<file path="src/rtl/stage_memory.sv">
// stage_memory: MEM pipeline stage with a registered data-memory request and a MEM/WB register; DMEM_MISALIGN_TRAP_EN turns misaligned accesses into faults
module stage_memory (
  input  logic        i_Clock,
  input  logic        i_Reset,
  input  logic        i_Valid,
  input  logic        i_MemRead,
  input  logic        i_MemWrite,
  input  logic        i_RegWrite,
  input  logic [2:0]  i_Funct3,
  input  logic [31:0] i_AluResult,
  input  logic [31:0] i_rs2Value,
  input  logic [4:0]  i_rd,
  output logic        o_DMemReq,
  output logic        o_DMemWe,
  output logic [31:0] o_DMemAddr,
  output logic [31:0] o_DMemWData,
  output logic [3:0]  o_DMemByteEn,
  input  logic        i_DMemAck,
  input  logic [31:0] i_DMemRData,
  output logic        o_Stall,
  output logic        o_Valid,
  output logic        o_RegWrite,
  output logic [4:0]  o_rd,
  output logic [31:0] o_WritebackValue,
  output logic        o_Fault
);
`ifdef DMEM_MISALIGN_TRAP_EN
  localparam bit TRAP = 1'b1;
`else
  localparam bit TRAP = 1'b0;
`endif
  typedef enum logic {IDLE, BUSY} state_t;
  state_t state;
  logic mem_op, store, is_byte, is_half, misaligned, trap;
  logic [1:0] off, off_q, f3_q;
  logic sign_q, rw_q, st_q;
  logic [4:0] rd_q;
  logic [31:0] st_data, ld_shift, ld_val;
  logic [3:0] st_be;
  // decode the access, build store lanes and extract load data; funct3 x11/110 fall through to word
  always_comb begin
    mem_op = i_Valid & (i_MemRead | i_MemWrite);
    store = i_MemWrite;
    is_byte = i_Funct3[1:0] == 2'b00;
    is_half = i_Funct3[1:0] == 2'b01;
    misaligned = is_half ? i_AluResult[0] : !is_byte && |i_AluResult[1:0];
    trap = TRAP && misaligned;
    off = is_byte ? i_AluResult[1:0] : is_half ? {i_AluResult[1], 1'b0} : 2'b00;
    st_data = is_byte ? {4{i_rs2Value[7:0]}} : is_half ? {2{i_rs2Value[15:0]}} : i_rs2Value;
    st_be = !store ? 4'b1111 : is_byte ? 4'b0001 << off : is_half ? (off[1] ? 4'b1100 : 4'b0011) : 4'b1111;
    o_Stall = state == IDLE ? mem_op & ~trap : ~i_DMemAck;
    ld_shift = i_DMemRData >> {off_q, 3'b000};
    ld_val = f3_q == 2'b00 ? {{24{sign_q & ld_shift[7]}}, ld_shift[7:0]} :
             f3_q == 2'b01 ? {{16{sign_q & ld_shift[15]}}, ld_shift[15:0]} : i_DMemRData;
  end
  // accept/issue/retire state machine with registered memory request and MEM/WB outputs
  always_ff @(posedge i_Clock) begin
    if (i_Reset) begin
      state <= IDLE;
      o_DMemReq <= 1'b0;
      o_DMemWe <= 1'b0;
      o_DMemAddr <= '0;
      o_DMemWData <= '0;
      o_DMemByteEn <= '0;
      o_Valid <= 1'b0;
      o_RegWrite <= 1'b0;
      o_rd <= '0;
      o_WritebackValue <= '0;
      o_Fault <= 1'b0;
      off_q <= '0;
      f3_q <= '0;
      sign_q <= 1'b0;
      rw_q <= 1'b0;
      st_q <= 1'b0;
      rd_q <= '0;
    end else if (state == IDLE) begin
      if (mem_op & ~trap) begin
        state <= BUSY;
        o_DMemReq <= 1'b1;
        o_DMemWe <= store;
        o_DMemAddr <= {i_AluResult[31:2], 2'b00};
        o_DMemWData <= st_data;
        o_DMemByteEn <= st_be;
        off_q <= off;
        f3_q <= is_byte ? 2'b00 : is_half ? 2'b01 : 2'b10;
        sign_q <= ~i_Funct3[2];
        rw_q <= i_RegWrite;
        st_q <= store;
        rd_q <= i_rd;
        o_Valid <= 1'b0;
        o_RegWrite <= 1'b0;
        o_Fault <= 1'b0;
      end else begin
        o_Valid <= i_Valid;
        o_RegWrite <= i_Valid & i_RegWrite & ~mem_op;
        o_Fault <= mem_op & trap;
        o_rd <= i_rd;
        o_WritebackValue <= i_AluResult;
      end
    end else if (i_DMemAck) begin
      state <= IDLE;
      o_DMemReq <= 1'b0;
      o_DMemWe <= 1'b0;
      o_Valid <= 1'b1;
      o_RegWrite <= rw_q & ~st_q;
      o_rd <= rd_q;
      o_WritebackValue <= ld_val;
      o_Fault <= 1'b0;
    end else begin
      o_Valid <= 1'b0;
      o_RegWrite <= 1'b0;
    end
  end
endmodule
</file>
<file path="config.mk">
export PLATFORM = sky130hd
export DESIGN_NAME = stage_memory
export DESIGN_NICKNAME = d
export VERILOG_FILES = /design/src/rtl/stage_memory.sv
export SDC_FILE = /design/constraint.sdc
export NUM_CORES = 1
export LEC_CHECK = 0
export ABC_AREA = 1
export CORE_MARGIN = 4
export CORE_UTILIZATION = 44
export DETAILED_ROUTE_END_ITERATION = 8
export GPL_ROUTABILITY_DRIVEN = 0
export PLACE_DENSITY = 0.92
export SLEW_MARGIN = 0
export SYNTH_ARGS = -nofsm -noshare
export SYNTH_HDL_FRONTEND = slang
export SYNTH_SLANG_ARGS = --single-unit
</file>
<file path="constraint.sdc">
create_clock -name i_Clock -period 1.74 [get_ports i_Clock]
set_input_delay 0.348 -clock i_Clock [delete_from_list [all_inputs] [get_ports i_Clock]]
set_output_delay 0.348 -clock i_Clock [all_outputs]
set_load 0.05 [all_outputs]
</file>
==> flow_summary_export.csv <==
group,metric,value,unit
setup_path,cp.arrival,1330,ps
setup_path,crit_path_max_fanout,7,
power,ir_drop,0.737,mV
setup_path,r2r_setup_slack,230,ps
floorplan,die-height,120,um
sta,grt_setup_unrepaired,"false",
cells_and_area,antenna-diode-count,0,
route,drc,0,
route,post_drt_wl_per_cell,16.1,um
sta,final-max-slew-violation-count,0,
clock_network,tritoncts,"done",
cells_and_area,seq_area,0.00240,sq mm
setup_path,required,1390,ps
sta,setup_viol,0,
clock_network,ctsLongestPathBuffers,2,
logic_synthesis,synthesis.instances,809,
power,leakage,3.81,nW
floorplan,die_area,0.0143,sq mm
logic_synthesis,synth_area_per_cell,6.79,sq um
sta,max_freq,596,MHz
route,drt_first_iter_violations,498,
worst_hold_path,worst_hold_startpoint,"o_WritebackValue[16]",
cells_and_area,area_delta_synth_final,53.1,%
cells_and_area,nNetsFinal,1144,
setup_path,timing_worst_setup_path_type,"primary input to output port",
sta,period_needed,1680,ps
cells_and_area,fillerInstances,1001,
floorplan,io_pins,222,
floorplan,initial_core_util,45.3,%
outcome,status,"finished, final reports clean",
route,wl_met2,9.09,mm
setup_path,end_kind,"output port",
clock_network,path_clk_slew,50,ps
logic_synthesis,most_frequently_used_cell_type_in_the_post_synthesis_netlist,"nand2_1",
clock_network,cts_root_buf,"clkbuf_16",
route,via_per_inst,5.23,
setup_path,critPathLaunchType,"primary input",
cells_and_area,final_util,69.4,%
cells_and_area,drive_gt1_share,18.5,%
floorplan,placement_rows,40,
clock_network,cts_buffers,17,
clock_network,clock_sink_count,120,
job,cap_viol_max_count,0,
route,top_layer_used,"met4",
global_routing,grt_pass1_wl,30.0,mm
global_routing,grt_start_max_net_pins,45,
worst_hold_path,hold_path.class,"flip-flop to flip-flop",
power,power_density_over_cell_area,1120,mW/mm^2
global_routing,grt_overflow,0,
sta,final.period_utilization,96.5,%
route,via_count,6344,
global_routing,grt_pass1_vias,6024,
logic_synthesis,synth_cell_types,32,
logic_synthesis,seq_area_frac_synth,43.8,%
logic_synthesis,yosys.area.top_type_share,43.8,%
global_routing,gr-usage-all-layers,26.7,%
sta,hold_slack,457,ps
logic_synthesis,netlist_top_cells_area,"dfxtp_1 44%, nand2_1 16%, nor2_1 10%",
route,routedLengthMet1,7.36,mm
logic_synthesis,synth_top_cell_by_area,"dfxtp_1",
place,hpwlAfterDp,14.3,mm
logic_synthesis,synth_edf_count,0,
logic_synthesis,postSynthRegisterBits,120,
logic_synthesis,share_of_flip_flops_with_an_asynchronous_set_or_reset_after_synthesis,0,%
place,portBuffers,218,
route,drt-pass1-iter-count,6,
route,met3WireLength,2.26,mm
floorplan,die_width,120,um
logic_synthesis,synth.cell_area,0.00549,sq mm
floorplan,coreArea,0.0121,sq mm
logic_synthesis,post_synth_most_frequent_cells,"231 x nand2_1, 148 x nor2_1, 120 x dfxtp_1, 94 x o21ai_0, 40 x nand3_1",
route,postRouteWirelength,19.5,mm
logic_synthesis,yosysWarnings,0,
cells_and_area,multi_input_comb_area,0.00268,sq mm
clock_network,worst_skew_pair.late_latency,430,ps
sta,finalHoldViolations,0,
setup_path,critical_path.reg2reg.startpoint,"off_q[0]",
setup_path,critical_path.startpoint,"i_MemWrite",
route,postRouteAntennaNets,0,
clock_network,clock_tree.htree_level_count,4,
global_routing,antenna_found_initial,0,
sta,worst_clock_skew,11.4,ps
logic_synthesis,synth_ff_type,"dfxtp_1",
[critical path, stage by stage]
cell             delay [ps]
clkdlybuf4s50_1         480
inv_1                    70
nand2_4                  90
nand2_8                  80
nand2_8                 100
buf_8                   150
[what timing repair did]
| item | in CTS | in global routing |
|---|---|---|
| endpoints found under the setup margin | 1 | 6 |
| setup buffers | 1 | 0 |
| hold buffers | 0 | 0 |
| gates resized for setup | 3 | 3 |
[worst paths after layout]
| kind | depth (start not counted) | endpoint |
|---|---|---|
| min reg2reg | 2 | o_WritebackValue[16] |
| max reg2reg | 8 | o_WritebackValue[27] |
| max | 6 | o_Stall |
| min | 2 | o_WritebackValue[16] |
[logic make-up (layout without fill, tap and decap cells)]
| group | after synthesis | after routing | share of synthesized area [%] |
|---|---|---|---|
| simple gates | 429 | 429 | 31.7 |
| compound gates | 159 | 159 | 15.9 |
| flops | 120 | 120 | 43.8 |
| buf+inv | 96 | 330 | 7.89 |
| mux | 4 | 4 | 0.729 |
| other cells | 1 | 3 | 0.0683 |
[cells in the final DEF (no fill, tap or decap), types with 2 or more instances in the layout]
cell type          n
bufinv_16          5
clkbuf_8           3
clkbuf_1           3
o21ai_1            3
buf_12             8
a41oi_1            7
a31oi_1           17
o21ai_0           94
nand2_4            2
nand3_1           40
dfxtp_1          119
nor2_1           148
inv_2              6
inv_1             34
a21oi_1           29
conb_1             3
nor2_2             2
mux2i_1            4
inv_4              3
clkinv_2           2
buf_4            136
nand2_8            2
clkdlybuf4s50_1  110
o2111ai_1          5
nand2_1          230
clkbuf_16         17
[power by group]
part	switching, mW	internal [mW]
logic	1.59	0.856
clock network	1.23	2.64
registers	0.137	3.00
[metal layers]
| metal | GRT usage [%] | up-vias |
|---|---|---|
| met2 | 44.9 | 376 |
| met4 | 11.5 | 0 |
| met5 | 0 | - |
| met3 | 10.7 | 64 |
| met1 | 29.9 | 2845 |
| li1 | - | 3059 |
[flip-flops by register name, indices dropped and copies added, names as in the netlist]
name              flops
f3_q                  2
o_DMemAddr           30
o_DMemByteEn          4
o_DMemReq             1
o_DMemWData          32
o_DMemWe              1
o_RegWrite            1
o_Valid               1
o_WritebackValue     32
o_rd                  5
off_q                 2
rd_q                  5
rw_q                  1
sign_q                1
st_q                  1
state                 1
[per-stage QoR]
stage          instances  setup WS [ps]  power (mW)  TNS (ps)  area, sq um
2_1_floorplan        811            352        4.66         0         5500
3_3_place_gp        1181          -83.4        5.57     -4640         7730
3_5_place_dp        1181           -127        5.60     -7250         7730
4_1_cts             1213           25.8        9.49         0         8390
5_1_grt             1213           14.0        9.81         0         8410
6_report            1213           61.0        9.45         0         8410
[cell type report]
cell class	count	share of cell area, %
clock buffer	23	5.69
tap	168	2.50
timing repair buffer	255	27.3
multi-input combinational	595	31.9
clock inverter	8	1.99
sequential	120	28.6
inverter	44	2.05
Note: power is estimated with default switching activity, not from simulation.
==> edit 1 (same settings) <==
Make the reset (`i_Reset`) asynchronous in one clocked block.
--- a/src/rtl/stage_memory.sv
+++ b/src/rtl/stage_memory.sv
@@ -54,7 +54,7 @@
              f3_q == 2'b01 ? {{16{sign_q & ld_shift[15]}}, ld_shift[15:0]} : i_DMemRData;
   end
   // accept/issue/retire state machine with registered memory request and MEM/WB outputs
-  always_ff @(posedge i_Clock) begin
+  always_ff @(posedge i_Clock or posedge i_Reset) begin
     if (i_Reset) begin
       state <= IDLE;
       o_DMemReq <= 1'b0;
Check against the original RTL: differs if i_Reset is asserted again (counterexample within 4 cycles, from zero or initial values and one cycle with i_Reset high); with i_Reset held inactive, the same outputs for 4 cycles.
==> edit 1 against the unedited design <==
  * First-iteration DRC count shrank 18%
  * Area after synthesis rose by 6.4%
  * Sequential cell count did not move
  * Setup slack lost 0.059 ns
  * Final area up 5.6%
  * Cell count down 2.2%
  * Die area increased by 6.0%
  * Wire length grew 3.6%
  * Critical endpoint unchanged
Power is not compared: it rests on default switching activity, and its combinational part moved more than twofold at a synthesized area within 25%.
==> edit 1: results (changes against the unedited design) <==
worst slack, placed: -0.217 ns (was -0.127 ns)
Reg clk slew, reported paths: 0.05 ns (about the same)
outcome: completed (unchanged)
H-tree Lvls: 4 (unchanged)
FFs w/ async S/R, synth: 1.00 (was 0)
GRT Util Overall: 0.265 (was 0.267)
top cells by count, synth: nand2_1 (261), dfrtp_1 (120), o21ai_0 (72), a21oi_1 (71), nor2_1 (69) (was nand2_1 (231), nor2_1 (148), dfxtp_1 (120), o21ai_0 (94), nand3_1 (40))
biggest regs: o_DMemWData x32, o_WritebackValue x32, o_DMemAddr x30 (unchanged)
Max IR drop VDD: 0.00109 V
CP peak stage delay: 0.42 ns (was 0.48 ns)
Fillers: 1005 (was 1001)
GRT met2 Usage: 0.420 (was 0.449)
DRT iter0 DRCs: 409 (was 498)
routed vias/inst: 5.19 (was 5.23)
First-pass DRT Iterations: 5 (was 6)
Seq/Total Area, Yosys: 0.514 (was 0.438)
drt wl/cell: 17.0 um (was 16.1 um)
number of global-route vias before repair: 6043 (was 6024)
first-pass GRT wire length: 30900 um (was 30000 um)
DP Cell Count: 1148 (was 1181)
setup TNS: 0 ns (unchanged)
post-detailed-routing wire length: 20200 um (was 19500 um)
share of cells above drive strength 1: 0.207 (was 0.185)
CTS Buf Count: 17 (unchanged)
CP max stage cell: dfrtp_1 (was clkdlybuf4s50_1)
CP arrival: 1.39 ns (was 1.33 ns)
met3 usage: 0.0627 (was 0.107)
Synth area leaders: dfrtp_1 (51%), nand2_1 (17%), o21ai_0 (6.2%), a21oi_1 (6.1%), nor2_1 (4.4%) (was dfxtp_1 (44%), nand2_1 (16%), nor2_1 (10%), o21ai_0 (8.6%), nand3_1 (3.6%))
Final HPWL DP: 14800 um (was 14300 um)
type of the most critical hold path: input pin to async pin (was flip-flop to flip-flop)
Worst Clk Skew: 0.00709 ns (was 0.0114 ns)
cells after synthesis: 757 (was 809)
main flop type after synthesis: dfrtp_1 (was dfxtp_1)
antenna cells: 0 (unchanged)
largest net degree at the start of global routing: 69 (was 45)
Clock Path Buffers: 2 (unchanged)
CP Max Fanout: 3 (was 7)
delay-heaviest family, CP: flip-flops (was buffers and inverters)
Synth cell types: 28 (was 32)
global-route met1 utilization: 0.335 (was 0.299)
initial antenna violation count: 0 (unchanged)
leakage: 4.35 nW
[edit 1: power by group]
group          internal, mW  switching, mW
sequential             3.44          0.421
combinational          1.71           3.69
clock                  2.54           1.29
[edit 1: worst reg2reg max path: stages (launching register included)]
cell     delay [ns]
dfrtp_1        0.38
buf_4          0.21
nor2_4         0.20
nand2_1        0.09
nand2_2        0.13
nand3_2        0.18
nand3_1        0.15
nand2_1        0.06
a21oi_1        0.13
[edit 1: metrics by stage]
stage          power (mW)  instance area [um^2]   util
3_3_place_gp         9.12                  8170  0.637
5_1_grt              13.6                  8880  0.692
6_report             13.1                  8880  0.692
3_5_place_dp         9.23                  8170  0.637
4_1_cts              13.1                  8850  0.690
2_1_floorplan        7.30                  5850      -
[edit 1: layout make-up]
type / instances / area, um^2 / share of cell area
multi-input cells: 543 / 2400 / 0.271
flip-flops and latches: 120 / 3000 / 0.338
clock buffers: 21 / 480 / 0.0541
well taps: 172 / 215 / 0.0242
inverters: 50 / 194 / 0.0218
clock inverters: 11 / 169 / 0.0190
repair buffers: 269 / 2410 / 0.272
[edit 1: cell families after synthesis]
group	count (synthesis)	synth area share
AOI/OAI and AO/OA	177	0.161
buffers and inverters	97	0.0792
DFF	120	0.514
other	1	0.000642
and+or+nand+nor	362	0.245
[edit 1: layer usage]
metal / part of all wire / wire [um]
met5: 0 / 0
met1: 0.40 / 8140
met4: 0.041 / 832
met2: 0.48 / 9740
met3: 0.073 / 1480
[edit 1: final timing paths]
check | slack, ns | end | cells past startpoint | from
min reg2reg | 0.48 | o_DMemAddr[14] | 2 | o_DMemAddr[14]
min | 0.37 | o_DMemWData[6] | 3 | i_Reset
max | 0.002 | o_Stall | 4 | state
max reg2reg | 0.13 | o_WritebackValue[18] | 8 | off_q[0]
min in group i_Clock | 0.48 | o_DMemAddr[14] | 2 | o_DMemAddr[14]
max in group asynchronous | 1.00 | o_WritebackValue[6] | 3 | i_Reset
[edit 1: timing repair]
item / in CTS / in global routing
setup buffers: 3 / 2
pin swaps: 2 / 3
gates cloned: 0 / 1
setup endpoints to repair: 1 / 2
resized for setup: 4 / 2
==> edit 2 (config.mk and constraints unchanged) <==
Made on the original files. The option `DMEM_MISALIGN_TRAP_EN` is turned on by a define.
--- a/src/rtl/stage_memory.sv
+++ b/src/rtl/stage_memory.sv
@@ -1,4 +1,6 @@
 // stage_memory: MEM pipeline stage with a registered data-memory request and a MEM/WB register; DMEM_MISALIGN_TRAP_EN turns misaligned accesses into faults
+`define DMEM_MISALIGN_TRAP_EN
+
 module stage_memory (
   input  logic        i_Clock,
   input  logic        i_Reset,
Function: changed (a bounded check fails within 4 cycles, from zero or initial values and one cycle with i_Reset high).
==> edit 2 against the unedited design <==
  * Sequential cell count is 1 higher
  * Power is 9.4% lower
  * Sequential share of layout area is 0.35 points lower
  * Wire length is 3.5% higher
  * Area after synthesis is 3.5% higher
  * Final area is 2.1% higher
  * Cell count is 5.4% higher
  * Setup slack worse by 0.020 ns
==> edit 2: results (changes against the unedited design) <==
Synth cell types: 30 (was 32)
drt wl/cell: 15.8 um (was 16.1 um)
Pint: 5.81 mW (was 6.50 mW)
Sw Pwr: 2.75 mW (was 2.95 mW)
Root Buffer: clkbuf_16 (unchanged)
worst r2r path cells: 9 (was 8)
multi-input logic area: 2890 um^2 (was 2680 um^2)
DRT iter0 DRCs: 866 (was 498)
IO Port Bufs: 219 (was 218)
Max IR drop VDD: 0.000599 V (was 0.000737 V)
sequential share of cell area: 0.282 (was 0.286)
Worst Clk Skew: 0.00836 ns (was 0.0114 ns)
routed vias/inst: 5.11 (was 5.23)
type of the most critical hold path: input pin to flip-flop (was flip-flop to flip-flop)
multi-input combinational area share: 0.336 (was 0.319)
Non-CTS buffers: 265 (was 255)
period utilization: 0.976 (was 0.965)
reg2reg end: o_DMemAddr[18] (was o_WritebackValue[27])
First-pass DRT Iterations: 5 (was 6)
comb_multi_in: 659 (was 595)
Seq pwr share: 0.359 (was 0.332)
top cells by count, synth: nand2_1 (354), dfxtp_1 (121), a21oi_1 (98), nor2_1 (83), o21ai_0 (31) (was nand2_1 (231), nor2_1 (148), dfxtp_1 (120), o21ai_0 (94), nand3_1 (40))
CP Max Fanout: 3 (was 7)
routed via count: 6535 (was 6344)
NonClk Buf Share: 0.276 (was 0.273)
GRT Util Overall: 0.267 (about the same)
part of the power in combinational logic: 0.241 (was 0.258)
fin nets: 1204 (was 1144)
flop2flop setup slack: 0.15 ns (was 0.23 ns)
largest net degree at the start of global routing: 47 (was 45)
leakage: 3.97 nW (was 3.81 nW)
dpl cell area: 7940 um^2 (was 7730 um^2)
Final HPWL DP: 15000 um (was 14300 um)
Mapped Avg Cell Area: 6.61 um^2 (was 6.79 um^2)
CP arrival: 1.35 ns (was 1.33 ns)
Fillers: 1034 (was 1001)
Inverters: 29 (was 44)
worst slack, placed: -0.240 ns (was -0.127 ns)
outcome: completed (unchanged)
share of cells above drive strength 1: 0.208 (was 0.185)
Clock-cell share: 0.0672 (was 0.0768)
crit path launch: state (was i_MemWrite)
met2 WL: 9750 um (was 9090 um)
Seq cells: 121 (was 120)
first-pass GRT wire length: 31100 um (was 30000 um)
metal1 wirelength: 7950 um (was 7360 um)
Synth area leaders: dfxtp_1 (43%), nand2_1 (23%), a21oi_1 (8.6%), nor2_1 (5.5%), o21ai_0 (2.7%) (was dfxtp_1 (44%), nand2_1 (16%), nor2_1 (10%), o21ai_0 (8.6%), nand3_1 (3.6%))
number of global-route vias before repair: 6119 (was 6024)
Seq/Total Area, Yosys: 0.426 (was 0.438)
# clk buffers: 17 (was 23)
met3 routed WL: 1950 um (was 2260 um)
-- edit 2: changes by cell type after synthesis, sizes merged, moves of 6 or more --
cell    delta
a31oi     -17
inv       -15
nor2      -64
o21ai     -41
clkbuf     -6
a41oi      -7
nand2    +134
a21oi     +69
buf        +6
nand3     -11
-- edit 2: repair_timing --
item / in CTS / in global routing
buffers inserted: 1 / 1
hold endpoints to repair: 0 / 0
setup endpoints to repair: 1 / 7
resized for setup: 6 / 8
pin swaps: 2 / 1
-- edit 2: worst max-delay path: stages, from the launching register on --
cell     delay (ns)
dfxtp_2        0.35
inv_2          0.08
nand2_2        0.07
nor2_4         0.11
nand3_4        0.10
nand2_4        0.09
buf_12         0.14
-- edit 2: cell families (layout without fill, tap and decap cells) --
family,Yosys count,in the layout,synth area share
buf+inv,81,326,0.0713
compound gates,160,160,0.144
other cells,1,2,0.000660
mux,5,5,0.00881
simple gates,492,492,0.349
flops,121,121,0.426
-- edit 2: worst min path at each step --
stage,from,endpoint,slack [ns],cells past startpoint
after floorplan,i_Funct3[2],sign_q,0.44,1
after global placement,o_WritebackValue[13],o_WritebackValue[13],0.44,2
after detailed placement,o_WritebackValue[30],o_WritebackValue[30],0.44,2
after CTS,i_Reset,o_DMemWData[16],0.42,3
after global routing,i_MemWrite,st_q,0.40,3
final,i_Valid,o_Valid,0.38,5
-- edit 2: stage by stage --
step / utilization / TNS (ns)
CTS: 0.678 / 0
global route: 0.680 / 0
floorplan: - / 0
global placement: 0.629 / -15.61
finish: 0.680 / 0
detailed placement: 0.629 / -17.88
-- edit 2: layer usage --
metal,vias up,track usage
met1,2962,0.323
met4,0,0.0847
met3,48,0.0859
met2,326,0.450
met5,-,0
li1,3199,-
